===== config.mk =====
export PLATFORM = sky130hd
export DESIGN_NAME = rsa_modexp_ctrl
export DESIGN_NICKNAME = d
export VERILOG_FILES = /design/src/rtl/rsa_pkg.sv /design/src/rtl/rsa_modexp_ctrl.sv
export SDC_FILE = /design/constraint.sdc
export NUM_CORES = 1
export LEC_CHECK = 0
export BUFFER_PORTS_ARGS = -buffer_cell sky130_fd_sc_hd__buf_2
export CAP_MARGIN = 20
export CELL_PAD_IN_SITES_DETAIL_PLACEMENT = 0
export CELL_PAD_IN_SITES_GLOBAL_PLACEMENT = 1
export CORE_ASPECT_RATIO = 0.5
export CORE_MARGIN = 1
export CORE_UTILIZATION = 32
export DETAILED_ROUTE_END_ITERATION = 8
export GPL_TIMING_DRIVEN = 0
export PLACE_DENSITY = 0.82
export SETUP_SLACK_MARGIN = 0.15
export SYNTH_ARGS = -nofsm -noshare
export SYNTH_HDL_FRONTEND = slang
export SYNTH_SLANG_ARGS = --single-unit

===== constraint.sdc =====
create_clock -name clk -period 2 [get_ports clk]
set_clock_uncertainty 0.05 [all_clocks]
set_input_delay 0.3 -clock clk [delete_from_list [all_inputs] [get_ports clk]]
set_output_delay 0.3 -clock clk [all_outputs]
set_load 0.05 [all_outputs]

===== src/rtl/rsa_pkg.sv =====
// ============================================================================
// Module  : rsa_pkg
// Brief   : Shared types and constants for the RSA modular-exponentiation core.
// Revision: 1.0 - initial release
// ============================================================================
`default_nettype none

package rsa_pkg;

    localparam int c_DEF_WIDTH     = 8;
    localparam int c_DEF_EXP_WIDTH = 8;
    // Multiplying by plain 1 strips one factor of R, leaving the Montgomery domain
    localparam int c_MM_ONE        = 1;

    typedef enum logic [2:0] {
        S_IDLE   = 3'd0,
        S_SQR    = 3'd1,
        S_SQR_W  = 3'd2,
        S_MUL    = 3'd3,
        S_MUL_W  = 3'd4,
        S_CONV   = 3'd5,
        S_CONV_W = 3'd6,
        S_DONE   = 3'd7
    } modexp_state_t;

endpackage

`default_nettype wire


===== src/rtl/rsa_modexp_ctrl.sv =====
// ============================================================================
// Module  : rsa_modexp_ctrl
// Brief   : Left-to-right binary modular exponentiation sequencer driving an
//           external Montgomery multiplier over a start/done handshake.
// Revision: 1.0 - initial release
// ============================================================================
`default_nettype none

module rsa_modexp_ctrl
    import rsa_pkg::*;
#(
    parameter int WIDTH     = c_DEF_WIDTH,
    parameter int EXP_WIDTH = c_DEF_EXP_WIDTH
) (
    input  logic                 clk,
    input  logic                 rst,
    input  logic                 start,
    input  logic [EXP_WIDTH-1:0] exp_in,
    input  logic [WIDTH-1:0]     m_mont,
    input  logic [WIDTH-1:0]     r_mod_n,
    output logic                 busy,
    output logic                 done,
    output logic [WIDTH-1:0]     result,
    output logic                 mm_start,
    output logic [WIDTH-1:0]     mm_a,
    output logic [WIDTH-1:0]     mm_b,
    input  logic                 mm_done,
    input  logic [WIDTH-1:0]     mm_p
);

    localparam int                 c_CNT_W   = (EXP_WIDTH > 1) ? $clog2(EXP_WIDTH) : 1;
    localparam logic [c_CNT_W-1:0] c_CNT_TOP = c_CNT_W'(EXP_WIDTH - 1);
    localparam logic [WIDTH-1:0]   c_ONE     = WIDTH'(c_MM_ONE);

    modexp_state_t          r_state,   w_state_nxt;
    logic [WIDTH-1:0]       r_acc,     w_acc_nxt;
    logic [WIDTH-1:0]       r_base,    w_base_nxt;
    logic [EXP_WIDTH-1:0]   r_exp,     w_exp_nxt;
    logic [c_CNT_W-1:0]     r_bit_cnt, w_bit_cnt_nxt;
    logic [WIDTH-1:0]       r_result,  w_result_nxt;
    logic                   w_exp_bit;
    logic                   w_last_bit;

    assign w_exp_bit  = r_exp[r_bit_cnt];
    assign w_last_bit = (r_bit_cnt == '0);
    assign result     = r_result;

    always_ff @(posedge clk) begin
        if (rst) begin
            r_state   <= S_IDLE;
            r_acc     <= '0;
            r_base    <= '0;
            r_exp     <= '0;
            r_bit_cnt <= '0;
            r_result  <= '0;
        end else begin
            r_state   <= w_state_nxt;
            r_acc     <= w_acc_nxt;
            r_base    <= w_base_nxt;
            r_exp     <= w_exp_nxt;
            r_bit_cnt <= w_bit_cnt_nxt;
            r_result  <= w_result_nxt;
        end
    end

    // Operands are decoded from the state so they stay put across each *_W wait
    always_comb begin
        w_state_nxt   = r_state;
        w_acc_nxt     = r_acc;
        w_base_nxt    = r_base;
        w_exp_nxt     = r_exp;
        w_bit_cnt_nxt = r_bit_cnt;
        w_result_nxt  = r_result;
        busy          = 1'b0;
        done          = 1'b0;
        mm_start      = 1'b0;
        mm_a          = '0;
        mm_b          = '0;

        case (r_state)
            S_IDLE: begin
                if (start) begin
                    w_acc_nxt     = r_mod_n;
                    w_base_nxt    = m_mont;
                    w_exp_nxt     = exp_in;
                    w_bit_cnt_nxt = c_CNT_TOP;
                    w_state_nxt   = S_SQR;
                end
            end
            S_SQR: begin
                busy        = 1'b1;
                mm_start    = 1'b1;
                mm_a        = r_acc;
                mm_b        = r_acc;
                w_state_nxt = S_SQR_W;
            end
            S_SQR_W: begin
                busy = 1'b1;
                mm_a = r_acc;
                mm_b = r_acc;
                if (mm_done) begin
                    w_acc_nxt = mm_p;
                    if (w_exp_bit) begin
                        w_state_nxt = S_MUL;
                    end else if (w_last_bit) begin
                        w_state_nxt = S_CONV;
                    end else begin
                        w_bit_cnt_nxt = r_bit_cnt - 1'b1;
                        w_state_nxt   = S_SQR;
                    end
                end
            end
            S_MUL: begin
                busy        = 1'b1;
                mm_start    = 1'b1;
                mm_a        = r_acc;
                mm_b        = r_base;
                w_state_nxt = S_MUL_W;
            end
            S_MUL_W: begin
                busy = 1'b1;
                mm_a = r_acc;
                mm_b = r_base;
                if (mm_done) begin
                    w_acc_nxt = mm_p;
                    if (w_last_bit) begin
                        w_state_nxt = S_CONV;
                    end else begin
                        w_bit_cnt_nxt = r_bit_cnt - 1'b1;
                        w_state_nxt   = S_SQR;
                    end
                end
            end
            S_CONV: begin
                busy        = 1'b1;
                mm_start    = 1'b1;
                mm_a        = r_acc;
                mm_b        = c_ONE;
                w_state_nxt = S_CONV_W;
            end
            S_CONV_W: begin
                busy = 1'b1;
                mm_a = r_acc;
                mm_b = c_ONE;
                if (mm_done) begin
                    w_result_nxt = mm_p;
                    w_state_nxt  = S_DONE;
                end
            end
            S_DONE: begin
                done        = 1'b1;
                w_state_nxt = S_IDLE;
            end
            default: begin
                w_state_nxt = S_IDLE;
            end
        endcase
    end

endmodule

`default_nettype wire


Word-level counts from Yosys, hierarchy flattened
Index checks and enable logic that the tools add are counted.
{"block": "totals", "in_bits": 36, "register_bits": 38}
{"block": "classes", "order_cmp": 1, "eq_ne": 13, "add_sub_neg": 1, "n_reduce_logical": 15, "mux": 23}
{"cell": "3-bit two-way mux", "n": 11}
{"cell": "8-bit two-way mux", "n": 3}
{"cell": "3-bit case mux with 8 select lines", "n": 1}
{"cell": "8-bit case mux with 3 select lines", "n": 1}
{"cell": "8-bit case mux with 2 select lines", "n": 1}
{"cell": "3-bit == test, second input constant", "n": 4}
{"cell": "2-bit != test, second input constant", "n": 5}
{"cell": "3-bit case mux with 3 select lines", "n": 1}
{"cell": "2-bit OR reduction", "n": 4}
{"cell": "3-bit by 2-bit == test with 1-bit output, second input constant", "n": 2}
{"cell": "3-bit logical NOT", "n": 2}
{"cell": "6-bit OR reduction", "n": 1}
{"cell": "5-bit AND reduction", "n": 1}
{"cell": "3-bit by 4-bit less-than comparator with 1-bit output, second input constant", "n": 1}
{"cell": "1-bit two-way mux", "n": 4}
{"cell": "2-bit AND reduction", "n": 2}
{"cell": "4-bit AND reduction", "n": 1}
{"cell": "1-bit binary-select mux with 3-bit select", "n": 1}
{"cell": "3-bit by 1-bit == test with 1-bit output, second input constant", "n": 1}
{"cell": "3-bit AND reduction", "n": 1}
{"cell": "3-bit nonzero test", "n": 1}
{"cell": "3-bit OR reduction", "n": 1}
{"cell": "3-bit by 1-bit subtractor with 3-bit output, second input constant", "n": 1}
{"cell": "2-bit by 1-bit != test with 1-bit output, second input constant", "n": 1}
{"cell": "2-bit nonzero test", "n": 1}

Depth between registers and ports, before layout
Gate-level depths: netlist of the first run.
{"block": "depth", "ltp_word": 5, "ltp_mapped": 8, "depth_no_buf": 7}

Worst setup path before layout of the first run
Ideal clock, no wire load.
{"block": "synth_path", "path_type": "register -> output", "from": "register r_state[1]", "to": "output mm_a[0]", "slack_ps": -730, "arrival_time_ps": 2380, "n_path_buf": 1, "stages_incl_launch_ff": 5, "t_required_ps": 1650, "path_cell_list": "dfxtp_1 clkbuf_1 and3_1 nor2_1 and2_1"}
{"block": "synth_between", "elab_chain_cells": 3, "elab_cells_between_ends": 8}
{"element": "from (decl)", "line": "rsa_modexp_ctrl.sv:35", "text": "modexp_state_t r_state, w_state_nxt;"}
{"element": "from (signal assigned)", "line": "rsa_modexp_ctrl.sv:57", "text": "r_state <= w_state_nxt;"}
{"element": "3-bit == test (tied with other cells)", "line": "rsa_modexp_ctrl.sv:80", "text": "case (r_state)"}
{"element": "6-bit OR reduction (no source line) (*)"}
{"element": "8-bit two-way mux (*)", "line": "rsa_modexp_ctrl.sv:80"}
{"element": "to (decl)", "line": "rsa_modexp_ctrl.sv:25", "text": "output logic [WIDTH-1:0] mm_a,"}
Mark *: on every way between the ends. The rest lies on a longest branch, timed or not.

Worst setup path after layout of the first run
{"block": "layout_path", "from": "register r_bit_cnt[0]", "to": "register r_bit_cnt[2]"}
{"block": "layout_between", "elab_chain_cells": 5, "elab_cells_between_ends": 11}
{"element": "from (decl)", "line": "rsa_modexp_ctrl.sv:39", "text": "logic [c_CNT_W-1:0] r_bit_cnt, w_bit_cnt_nxt;"}
{"element": "from (signal assigned)", "line": "rsa_modexp_ctrl.sv:61", "text": "r_bit_cnt <= w_bit_cnt_nxt;"}
{"element": "3-bit by 1-bit subtractor with 3-bit output or 3-bit logical NOT (tied branches)", "line": "rsa_modexp_ctrl.sv:108, rsa_modexp_ctrl.sv:129, rsa_modexp_ctrl.sv:45"}
{"element": "3-bit two-way mux", "line": "rsa_modexp_ctrl.sv:105, rsa_modexp_ctrl.sv:126"}
{"element": "3-bit two-way mux", "line": "rsa_modexp_ctrl.sv:103", "text": "if (w_exp_bit) begin"}
{"element": "3-bit two-way mux", "line": "rsa_modexp_ctrl.sv:101", "text": "if (mm_done) begin"}
{"element": "3-bit case mux with 3 select lines", "line": "rsa_modexp_ctrl.sv:80"}
Parallel ways exist; a longest one is shown, timed or not. The select of a mux whose other input is x is not followed.
A chain may end at the register's enable or synchronous reset.

==> qor.txt, run 1 <==
First-pass GRT wire length: 9580 um
Netlist cell types: 41
Required time worst endpoint: 2110 ps
P_int: 1740 uW
Synthesized instance count: 239
Synth top area share: 39.7%
Clock buffer depth: 2
Met1 GRT Util: 25.2%
Worst hold path class: in -> reg
Drt via density: 5.06
Post-synthesis area per instance: 8.01 um^2
GRT overflow: 0
Max H-tree Level: 2
Netlist Area Pre-Place: 1910 um^2
Failing checks: DRC
DRC: 2
Layout cell share with drive strength beyond 1: 44.7%
Gr usage total: 19.3%
Slew HR: 61.6%
Final setup violation count: 0
Syn Nets: 277
P per Cell Area: 877 nW/um^2
Root buffer cell: clkbuf_16
FF-to-FF setup slack: 80 ps
Hold EP: r_base[4]$_SDFFE_PP0P_
Async set-or-reset flop fraction in the synthesized netlist: 0%
Crit Path Class: reg -> reg
Core area: 5610 um^2
Slew @ Worst Pin: 576 ps
Area leader, netlist: dfxtp_1
Via count: 1999
Initial antenna violation count: 0
Worst R2R Start: r_bit_cnt[0]$_SDFFE_PP0P_
Synth cell count leaders: nand2_1, dfxtp_1, a21oi_1
Total power: 2640 uW
Pre-CTS setup slack: -257 ps
Slowest CP cell: or4_4
Wire length per cell: 15.5 um
Routed Antenna Nets: 0
Rows: 19
Worst vdd ir: 375 uV
Top Ports: 63
Iteration count of the initial detailed-routing pass: 6
Worst hold path startpoint: m_mont[4]
Final cycle utilization of the critical path: 95.9%
Die height: 56.7 um
Register bit total from synthesis: 38
Met2 usage: 32.1%
Met3 Use GR: 4.32%
Synth Flop Type: dfxtp_1
Top-count cell post-synth: nand2_1
Die Area: 6310 um^2
Clk_lat worst skew: 280 ps
CTS Buf Count: 5
Initial Util: 34.1%
Number of synthesized flops with an enable pin: 0
Clock slew at reported path FFs: 60 ps
Top cells by area, synth: dfxtp_1, nand2_1, a21oi_1
Arrival time at the worst endpoint: 2030 ps
Gp weighted congestion: 0.806
Hold_buf cts: 0
Overall routed net length: 6130 um
First DRT Iteration DRCs: 81
Area grow syn2layout: 57.0%
Fillcell total: 492
RSZ-0062 raised after global routing: true
Max-slew violations: 0
Worst Slack Setup Final: 81.8 ps
FMAX: 0.521 GHz
Sequential share of the synthesized area: 39.7%
Antenna Cells: 0
P_sw: 893 uW
Max Cap Viol: 0
Switching Fraction: 33.9%
Clock sinks: 38
CTS tree: done
Part of the power in registers: 34.1%
CP Launch Type: register
Setup TNS: 0 ps
Largest net degree at the start of global routing: 13
Worst setup EP type: register
Fin crit period: 1920 ps
Combinational Power Share: 35.2%
CP Max Fanout: 8
Critical-path cell list: buf_6, mux2i_1, and3_1, or4_4, buf_6, o311ai_1, o21ai_1
R2R depth: 7
Leak: 0.00126 uW
RR Endpoint: r_bit_cnt[2]$_SDFFE_PP0P_
Critical Path Most Common Cell: buf_6
Crit-path max cell delay: 530 ps
Status: complete, but fails checks
Warnings, synthesis: 0
Final #Nets: 359
DPL Wire Length: 3980 um
Die Wd: 111 um
Top Usage Layer GRT: met2
Hold Fails Final Rpt: 0
Clock share of power: 30.7%
Vias in the first global route: 1921
Buffers added on ports: 61
WHS Path Cells: 3
## kinds of logic after synthesis
logic type / share of synthesized area, %
adder cells (fa/ha/maj): 1.83
flip-flops: 39.7
AO/OA/AOI/OAI: 19.7
multiplexers: 6.34
XOR/XNOR: 0.458
AND/OR/NAND/NOR: 27.5
buffers and inverters: 4.44
## area by class of cell
cell class / count / area [um^2] / area share, %
multi-input cells: 183 / 1290 / 42.8
flip-flops and latches: 38 / 768 / 25.6
repair buffers: 74 / 559 / 18.6
plain buffers: 17 / 140 / 4.66
clock buffers: 6 / 139 / 4.62
well taps: 73 / 91.3 / 3.04
clock inverters: 2 / 12.5 / 0.416
inverters: 2 / 7.51 / 0.250
## worst max-delay path, delay by kind of cell, from the launching register on
family | cells | cell delay, ps
simple gates | 2 | 700
compound gates | 2 | 360
flops | 1 | 310
mux | 1 | 110
buf+inv | 2 | 270
## worst max-delay path by stage
stage,startpoint,to,cells past startpoint
2_1_floorplan,r_state[1]$_SDFFE_PP0P_,mm_a[0],4
3_3_place_gp,r_state[2]$_SDFFE_PP0P_,result[1]$_SDFFE_PP0P_,5
3_5_place_dp,r_state[2]$_SDFFE_PP0P_,result[5]$_SDFFE_PP0P_,5
4_1_cts,r_state[2]$_SDFFE_PP0P_,result[7]$_SDFFE_PP0P_,5
5_1_grt,r_state[0]$_SDFFE_PP0P_,mm_b[2],6
6_report,r_bit_cnt[0]$_SDFFE_PP0P_,r_bit_cnt[2]$_SDFFE_PP0P_,7
## state kept, by name, indices dropped and copies added, names as in the netlist
name       flops
r_base         8
r_bit_cnt      3
r_exp          8
r_acc          8
r_state        3
result         8
## placed cells by master (no fill, tap or decap), types with 2 or more instances in the layout
cell | Yosys | final
clkbuf_4 | 0 | 3
nor3_2 | 1 | 2
a21oi_1 | 28 | 28
nor3b_1 | 2 | 2
nor3_4 | 0 | 3
buf_6 | 1 | 14
mux2i_1 | 11 | 11
buf_4 | 0 | 10
nand2_1 | 54 | 52
and2b_2 | 2 | 2
a22o_2 | 0 | 4
nand2b_1 | 6 | 6
nor2_4 | 0 | 4
dfxtp_2 | 0 | 3
a22o_4 | 0 | 3
a2111oi_2 | 1 | 2
nor2_1 | 17 | 13
and3_2 | 2 | 2
buf_2 | 5 | 47
buf_8 | 0 | 8
nand2_2 | 0 | 2
clkbuf_16 | 0 | 6
buf_12 | 0 | 2
a211oi_1 | 8 | 8
dfxtp_1 | 38 | 34
and2_4 | 0 | 7
clkbuf_1 | 11 | 5
nand3b_1 | 2 | 2
inv_1 | 2 | 2
## metal layers
layer / vias up / part of all wire [%]
met2: 51 / 48
met5: - / 0
met4: 0 / 0.98
li1: 994 / -
met1: 949 / 45
met3: 5 / 5.4
## power by group through the flow
stage / sequential [uW] / clock [uW] / combinational [uW]
after floorplan: 878 / 0 / 512
after global placement: 893 / 0 / 649
after detailed placement: 895 / 0 / 661
after CTS: 885 / 812 / 826
after global routing: 909 / 849 / 990
final: 898 / 810 / 928
## metrics by stage
stage,cells,instance area [um^2],utilization (%),hold WS [ps]
2_1_floorplan,239,1970,-,382
3_3_place_gp,373,2360,42.1,392
3_5_place_dp,373,2360,42.1,398
4_1_cts,391,2860,50.9,205
5_1_grt,395,3010,53.6,217
6_report,395,3010,53.6,206
## repair_timing
item,4_1_cts,5_1_grt
cloned,1,1
setup buffers,9,2
endpoints found under the setup margin,49,35
pin swaps,18,19
gates resized for setup,73,29
Note: power is estimated with default switching activity, not from simulation.
==> inputs of run 2 (changes only) <==
--- a/config.mk
+++ b/config.mk
@@ -5,16 +5,18 @@
 export SDC_FILE = /design/constraint.sdc
 export NUM_CORES = 1
 export LEC_CHECK = 0
+export ABC_AREA = 1
 export BUFFER_PORTS_ARGS = -buffer_cell sky130_fd_sc_hd__buf_2
 export CAP_MARGIN = 20
 export CELL_PAD_IN_SITES_DETAIL_PLACEMENT = 0
 export CELL_PAD_IN_SITES_GLOBAL_PLACEMENT = 1
 export CORE_ASPECT_RATIO = 0.5
 export CORE_MARGIN = 1
-export CORE_UTILIZATION = 32
+export CORE_UTILIZATION = 31
 export DETAILED_ROUTE_END_ITERATION = 8
 export GPL_TIMING_DRIVEN = 0
-export PLACE_DENSITY = 0.82
+export PLACE_DENSITY = 0.83
+export RECOVER_POWER = 25
 export SETUP_SLACK_MARGIN = 0.15
 export SYNTH_ARGS = -nofsm -noshare
 export SYNTH_HDL_FRONTEND = slang
==> qor.txt, run 2 <==
Fin crit period: 1800 ps (was 1920 ps)
Slew @ Worst Pin: 615 ps (was 576 ps)
Required time worst endpoint: 1650 ps (was 2110 ps)
Clk_lat worst skew: 270 ps (was 280 ps)
Via count: 1904 (was 1999)
Synth top area share: 41.6% (was 39.7%)
DPL Wire Length: 3880 um (was 3980 um)
GRT overflow: 0 (unchanged)
Core area: 5590 um^2 (was 5610 um^2)
Synth cell count leaders: nand2_1, inv_1, dfxtp_1 (was nand2_1, dfxtp_1, a21oi_1)
First DRT Iteration DRCs: 119 (was 81)
FF-to-FF setup slack: 230 ps (was 80 ps)
Drt via density: 4.66 (was 5.06)
FF/Latch Area: 768 um^2 (unchanged)
Post-synthesis area per instance: 6.90 um^2 (was 8.01 um^2)
Max-slew violations: 0 (unchanged)
Most common cell after layout, fill and taps aside: nand2_1 (unchanged)
Antenna Cells: 0 (unchanged)
Clock slew at reported path FFs: 50 ps (was 60 ps)
Clock sinks: 38 (unchanged)
Most frequent cells in the layout: nand2_1, buf_2, inv_1 (was nand2_1, buf_2, dfxtp_1)
Max H-tree Level: 2 (unchanged)
CP Max Fanout: 8 (unchanged)
Clock buffer depth: 2 (unchanged)
RR Endpoint: r_acc[5]$_SDFFE_PP0P_ (was r_bit_cnt[2]$_SDFFE_PP0P_)
Worst hold path class: in -> reg (unchanged)
Vias in the first global route: 1657 (was 1921)
Routed Antenna Nets: 0 (unchanged)
FMAX: 0.554 GHz (was 0.521 GHz)
Status: complete, no violations (was complete, but fails checks)
Async set-or-reset flop fraction in the synthesized netlist: 0% (unchanged)
Synth Flop Type: dfxtp_1 (unchanged)
Largest net degree at the start of global routing: 11 (was 13)
Die Area: 6230 um^2 (was 6310 um^2)
Setup crit end: mm_b[4] (was r_bit_cnt[2]$_SDFFE_PP0P_)
CP Launch Type: register (unchanged)
R2R depth: 9 (was 7)
Fillcell total: 550 (was 492)
Overall routed net length: 5070 um (was 6130 um)
Initial Util: 32.7% (was 34.1%)
RSZ-0062 raised after global routing: true (unchanged)
Multi-input gate area: 938 um^2 (was 1290 um^2)
Worst R2R Start: r_state[1]$_SDFFE_PP0P_ (was r_bit_cnt[0]$_SDFFE_PP0P_)
Crit Path Class: reg -> out (was reg -> reg)
Top cells by area, synth: dfxtp_1, nand2_1, a21oi_1 (unchanged)
P per Cell Area: 1070 nW/um^2 (was 877 nW/um^2)
Worst setup EP type: primary output (was register)
Top Ports: 63 (unchanged)
Gp weighted congestion: 0.797 (was 0.806)
Max Cap Viol: 0 (unchanged)
Hold_buf cts: 0 (unchanged)
Layout cell share with drive strength beyond 1: 26.8% (was 44.7%)
Slew HR: 58.9% (was 61.6%)
Final setup violation count: 0 (unchanged)
Worst vdd ir: 585 uV (was 375 uV)
Pre-CTS setup slack: 201 ps (was -257 ps)
Warnings, synthesis: 0 (unchanged)
Rows: 19 (unchanged)
Arrival time at the worst endpoint: 1450 ps (was 2030 ps)
Number of synthesized flops with an enable pin: 0 (unchanged)
Wire length per cell: 12.4 um (was 15.5 um)
DRC: 0 (was 2)
Die height: 56.3 um (was 56.7 um)
Area leader, netlist: dfxtp_1 (unchanged)
Top-count cell post-synth: nand2_1 (unchanged)
Die Wd: 111 um (about the same)
Final cycle utilization of the critical path: 90.2% (was 95.9%)
Syn Nets: 303 (was 277)
First-pass GRT wire length: 7970 um (was 9580 um)
Buffers added on ports: 61 (unchanged)
Gr usage total: 16.0% (was 19.3%)
Final #Nets: 374 (was 359)
Register bit total from synthesis: 38 (unchanged)
Worst Slack Setup Final: 195 ps (was 81.8 ps)
Area grow syn2layout: 38.0% (was 57.0%)
Final instance area: 2520 um^2 (was 3010 um^2)
Placed insts: 399 (was 373)
Netlist Area Pre-Place: 1830 um^2 (was 1910 um^2)
CTS tree: done (unchanged)
Leak: 0.00113 uW (was 0.00126 uW)
Final cell count without fillers: 409 (was 395)
Hold Fails Final Rpt: 0 (unchanged)
Synthesized instance count: 265 (was 239)
Root buffer cell: clkbuf_16 (unchanged)
Critical path launch point: r_state[0]$_SDFFE_PP0P_ (was r_bit_cnt[0]$_SDFFE_PP0P_)
Iteration count of the initial detailed-routing pass: 4 (was 6)
CTS Buf Count: 5 (unchanged)
Netlist cell types: 23 (was 41)
Initial antenna violation count: 0 (unchanged)
Worst hold path startpoint: rst (was m_mont[4])
Setup TNS: 0 ps (unchanged)
Sequential share of the synthesized area: 41.6% (was 39.7%)
Area post-placement: 2220 um^2 (was 2360 um^2)
Util after Layout: 45.2% (was 53.6%)
run 2: cell type report:
class / instances / share of cell area [%]
inverter: 40 / 5.95
timing repair buffer: 64 / 15.4
sequential: 38 / 30.5
buffer: 10 / 2.13
tap: 73 / 3.62
clock buffer: 7 / 5.26
multi-input combinational: 177 / 37.2
run 2: power breakdown:
group | internal (uW) | switching (uW)
logic | 347 | 689
clock network | 455 | 275
registers | 874 | 68.3
run 2: how the worst min path moves through the flow:
stage | cells past startpoint | to
global placement | 2 | r_base[0]$_SDFFE_PP0P_
CTS | 2 | r_state[0]$_SDFFE_PP0P_
finish | 2 | r_state[0]$_SDFFE_PP0P_
floorplan | 1 | r_bit_cnt[2]$_SDFFE_PP0P_
detailed placement | 2 | r_base[0]$_SDFFE_PP0P_
global route | 2 | r_bit_cnt[2]$_SDFFE_PP0P_
run 2: critical path, stage by stage, from the launching register on:
cell and delay, ps:
dfxtp_4 360, nor2_4 180, nand2_2 100, inv_1 100, nor2_4 80, o22ai_2 180, buf_6 180
run 2: cell families (layout without fill, tap and decap cells):
family | count (synthesis) | in the layout | synth area share [%]
AO/OA/AOI/OAI | 74 | 74 | 21.5
XOR/XNOR | 1 | 1 | 0.479
adder cells (fa/ha/maj) | 2 | 2 | 1.37
buffers and inverters | 50 | 121 | 11.2
flip-flops | 38 | 38 | 41.6
AND/OR/NAND/NOR | 100 | 100 | 23.9
run 2: stage by stage:
| stage | hold WS [ps] | total power, uW |
|---|---|---|
| after floorplan | 319 | 1640 |
| after global placement | 397 | 1850 |
| after detailed placement | 401 | 1870 |
| after CTS | 215 | 2650 |
| after global routing | 224 | 2870 |
| final | 219 | 2710 |
run 2: per-layer routing:
metal / track usage (%) / part of all wire [%] / vias up
li1: - / - / 1008
met5: 0 / 0 / -
met1: 23.2 / 52 / 861
met2: 24.9 / 44 / 33
met3: 3.46 / 3.7 / 2
met4: 2.29 / 0.30 / 0
run 2: repair_timing:
item / in CTS / in global routing
setup buffers: 2 / 1
gates resized for setup: 19 / 35
pin swaps: 3 / 4
cloned: 0 / 0
setup endpoints to repair: 17 / 17
==> inputs of run 3 (changes only) <==
--- a/config.mk
+++ b/config.mk
@@ -10,11 +10,11 @@
 export CAP_MARGIN = 20
 export CELL_PAD_IN_SITES_DETAIL_PLACEMENT = 0
 export CELL_PAD_IN_SITES_GLOBAL_PLACEMENT = 1
-export CORE_ASPECT_RATIO = 0.5
 export CORE_MARGIN = 1
 export CORE_UTILIZATION = 31
 export DETAILED_ROUTE_END_ITERATION = 8
 export GPL_TIMING_DRIVEN = 0
+export HOLD_SLACK_MARGIN = 0.03
 export PLACE_DENSITY = 0.83
 export RECOVER_POWER = 25
 export SETUP_SLACK_MARGIN = 0.15
==> qor.txt, run 3 (synthesis results as in run 2) <==
Status: complete, no violations (unchanged)
Placed insts: 398 (was 399)
Fin crit period: 1860 ps (was 1800 ps)
Leak: 0.00119 uW (was 0.00113 uW)
Setup TNS: 0 ps (unchanged)
Met3 Use GR: 3.91% (was 3.46%)
Die Area: 6210 um^2 (was 6230 um^2)
Clock slew at reported path FFs: 80 ps (was 50 ps)
Crit-path max cell delay: 370 ps (was 360 ps)
Top Ports: 63 (unchanged)
FF/Latch Area: 769 um^2 (was 768 um^2)
Layout cell share with drive strength beyond 1: 34.0% (was 26.8%)
Die Wd: 78.8 um (was 111 um)
First-pass GRT wire length: 8590 um (was 7970 um)
Total power: 2890 uW (was 2710 uW)
Top Usage Layer GRT: met2 (unchanged)
Fillcell total: 596 (was 550)
Initial Util: 32.6% (was 32.7%)
DPL Wire Length: 3780 um (was 3880 um)
Required time worst endpoint: 1650 ps (about the same)
P per Cell Area: 1070 nW/um^2 (about the same)
Critical path launch point: r_state[1]$_SDFFE_PP0P_ (was r_state[0]$_SDFFE_PP0P_)
Final setup violation count: 0 (unchanged)
Max H-tree Level: 2 (unchanged)
Hold Fails Final Rpt: 0 (unchanged)
RSZ-0062 raised after global routing: true (unchanged)
Slew @ Worst Pin: 596 ps (was 615 ps)
Iteration count of the initial detailed-routing pass: 4 (unchanged)
Most common cell after layout, fill and taps aside: nand2_1 (unchanged)
DRC: 0 (unchanged)
Arrival time at the worst endpoint: 1510 ps (was 1450 ps)
CTS tree: done (unchanged)
Max-slew violations: 0 (unchanged)
Rows: 27 (was 19)
Worst vdd ir: 437 uV (was 585 uV)
Core area: 5610 um^2 (was 5590 um^2)
GRT overflow: 0 (unchanged)
Gp weighted congestion: 0.798 (was 0.797)
Multi-input gate area: 996 um^2 (was 938 um^2)
Most frequent cells in the layout: nand2_1, buf_2, inv_1, dfxtp_1, a21oi_1 (was nand2_1, buf_2, inv_1)
Clk_lat worst skew: 300 ps (was 270 ps)
Worst setup EP type: primary output (unchanged)
Clock buffer depth: 2 (unchanged)
First DRT Iteration DRCs: 88 (was 119)
Critical-path cell list: nand2_4, inv_4, nor2_4, inv_1, nor2_1, inv_2, o22ai_2, buf_6 (was nor2_4, nand2_2, inv_1, nor2_4, o22ai_2, buf_6)
Gr usage total: 17.6% (was 16.0%)
Final #Nets: 384 (was 374)
CP Launch Type: register (unchanged)
Max Cap Viol: 0 (unchanged)
FMAX: 0.537 GHz (was 0.554 GHz)
Root buffer cell: clkbuf_8 (was clkbuf_16)
Slowest CP cell: dfxtp_4 (unchanged)
CTS Buf Count: 5 (unchanged)
Slew HR: 60.4% (was 58.9%)
Drt via density: 4.76 (was 4.66)
Crit Path Class: reg -> out (unchanged)
Routed Antenna Nets: 0 (unchanged)
Worst R2R Start: r_state[2]$_SDFFE_PP0P_ (was r_state[1]$_SDFFE_PP0P_)
Initial antenna violation count: 0 (unchanged)
CP Max Fanout: 7 (was 8)
Met2 usage: 27.7% (was 24.9%)
Largest net degree at the start of global routing: 14 (was 11)
FF-to-FF setup slack: 320 ps (was 230 ps)
Vias in the first global route: 1864 (was 1657)
Via count: 1993 (was 1904)
Wire length per cell: 12.8 um (was 12.4 um)
Area grow syn2layout: 47.4% (was 38.0%)
Worst hold path class: in -> reg (unchanged)
Clock sinks: 38 (unchanged)
Final cell count without fillers: 419 (was 409)
Overall routed net length: 5370 um (was 5070 um)
Die height: 78.8 um (was 56.3 um)
Met1 GRT Util: 23.5% (was 23.2%)
Worst hold path startpoint: rst (unchanged)
Buffers added on ports: 61 (unchanged)
Final cycle utilization of the critical path: 93.2% (was 90.2%)
Antenna Cells: 0 (unchanged)
## run 3: changes by cell type in the layout (fill, tap and decap cells not counted), moves of 5 or more
cell | before | now
clkbuf_16 | 5 | 0
nor2_1 | 17 | 6
nor2_2 | 2 | 12
buf_6 | 10 | 19
clkbuf_8 | 0 | 5
## run 3: path summary, 6_finish.rpt
path | to | cells after the start
worst max-delay path | mm_b[4] | 8
worst min-delay path | result[7]$_SDFFE_PP0P_ | 2
worst max register to register | r_acc[4]$_SDFFE_PP0P_ | 9
worst min register to register | r_exp[4]$_SDFFE_PP0P_ | 2
## run 3: timing repair
action | in CTS | in global routing
gates resized for setup | 35 | 44
buffers inserted | 5 | 7
setup endpoints to repair | 17 | 17
gates cloned | 0 | 1
pin swaps | 4 | 9
hold buffers | 0 | 0
## run 3: final cells by class
class | instances | share of cell area (%)
tap | 72 | 3.34
inverter | 40 | 5.80
timing repair buffer | 73 | 18.2
buffer | 10 | 2.00
multi-input combinational | 178 | 37.0
clock buffer | 5 | 2.55
sequential | 38 | 28.6
clock inverter | 3 | 2.55
## run 3: worst max-delay path: cells and delay by family (launching register included)
family / cells / cell delay, ps
AO/OA/AOI/OAI: 1 / 160
buffers and inverters: 4 / 390
AND/OR/NAND/NOR: 3 / 290
flip-flops: 1 / 370
## run 3: where the power goes
part	switching, uW	internal [uW]	total (uW)
Combinational	741	412	1150
Clock	297	500	797
Sequential	66.3	872	938
Total	1110	1780	2890
## run 3: stage by stage
step	setup slack (ps)	utilization, %	hold slack (ps)	instance area [um^2]
5_1_grt	71.7	48.1	193	2700
3_5_place_dp	173	39.6	397	2220
6_report	136	48.1	183	2700
2_1_floorplan	18.7	-	319	1830
4_1_cts	122	44.9	178	2520
3_3_place_gp	182	39.6	392	2220
## run 3: metal layers
metal / vias to the layer above / part of all wire (%)
met5: - / 0
met2: 57 / 46
met1: 901 / 48
li1: 1030 / -
met4: 0 / 1.3
met3: 5 / 4.8
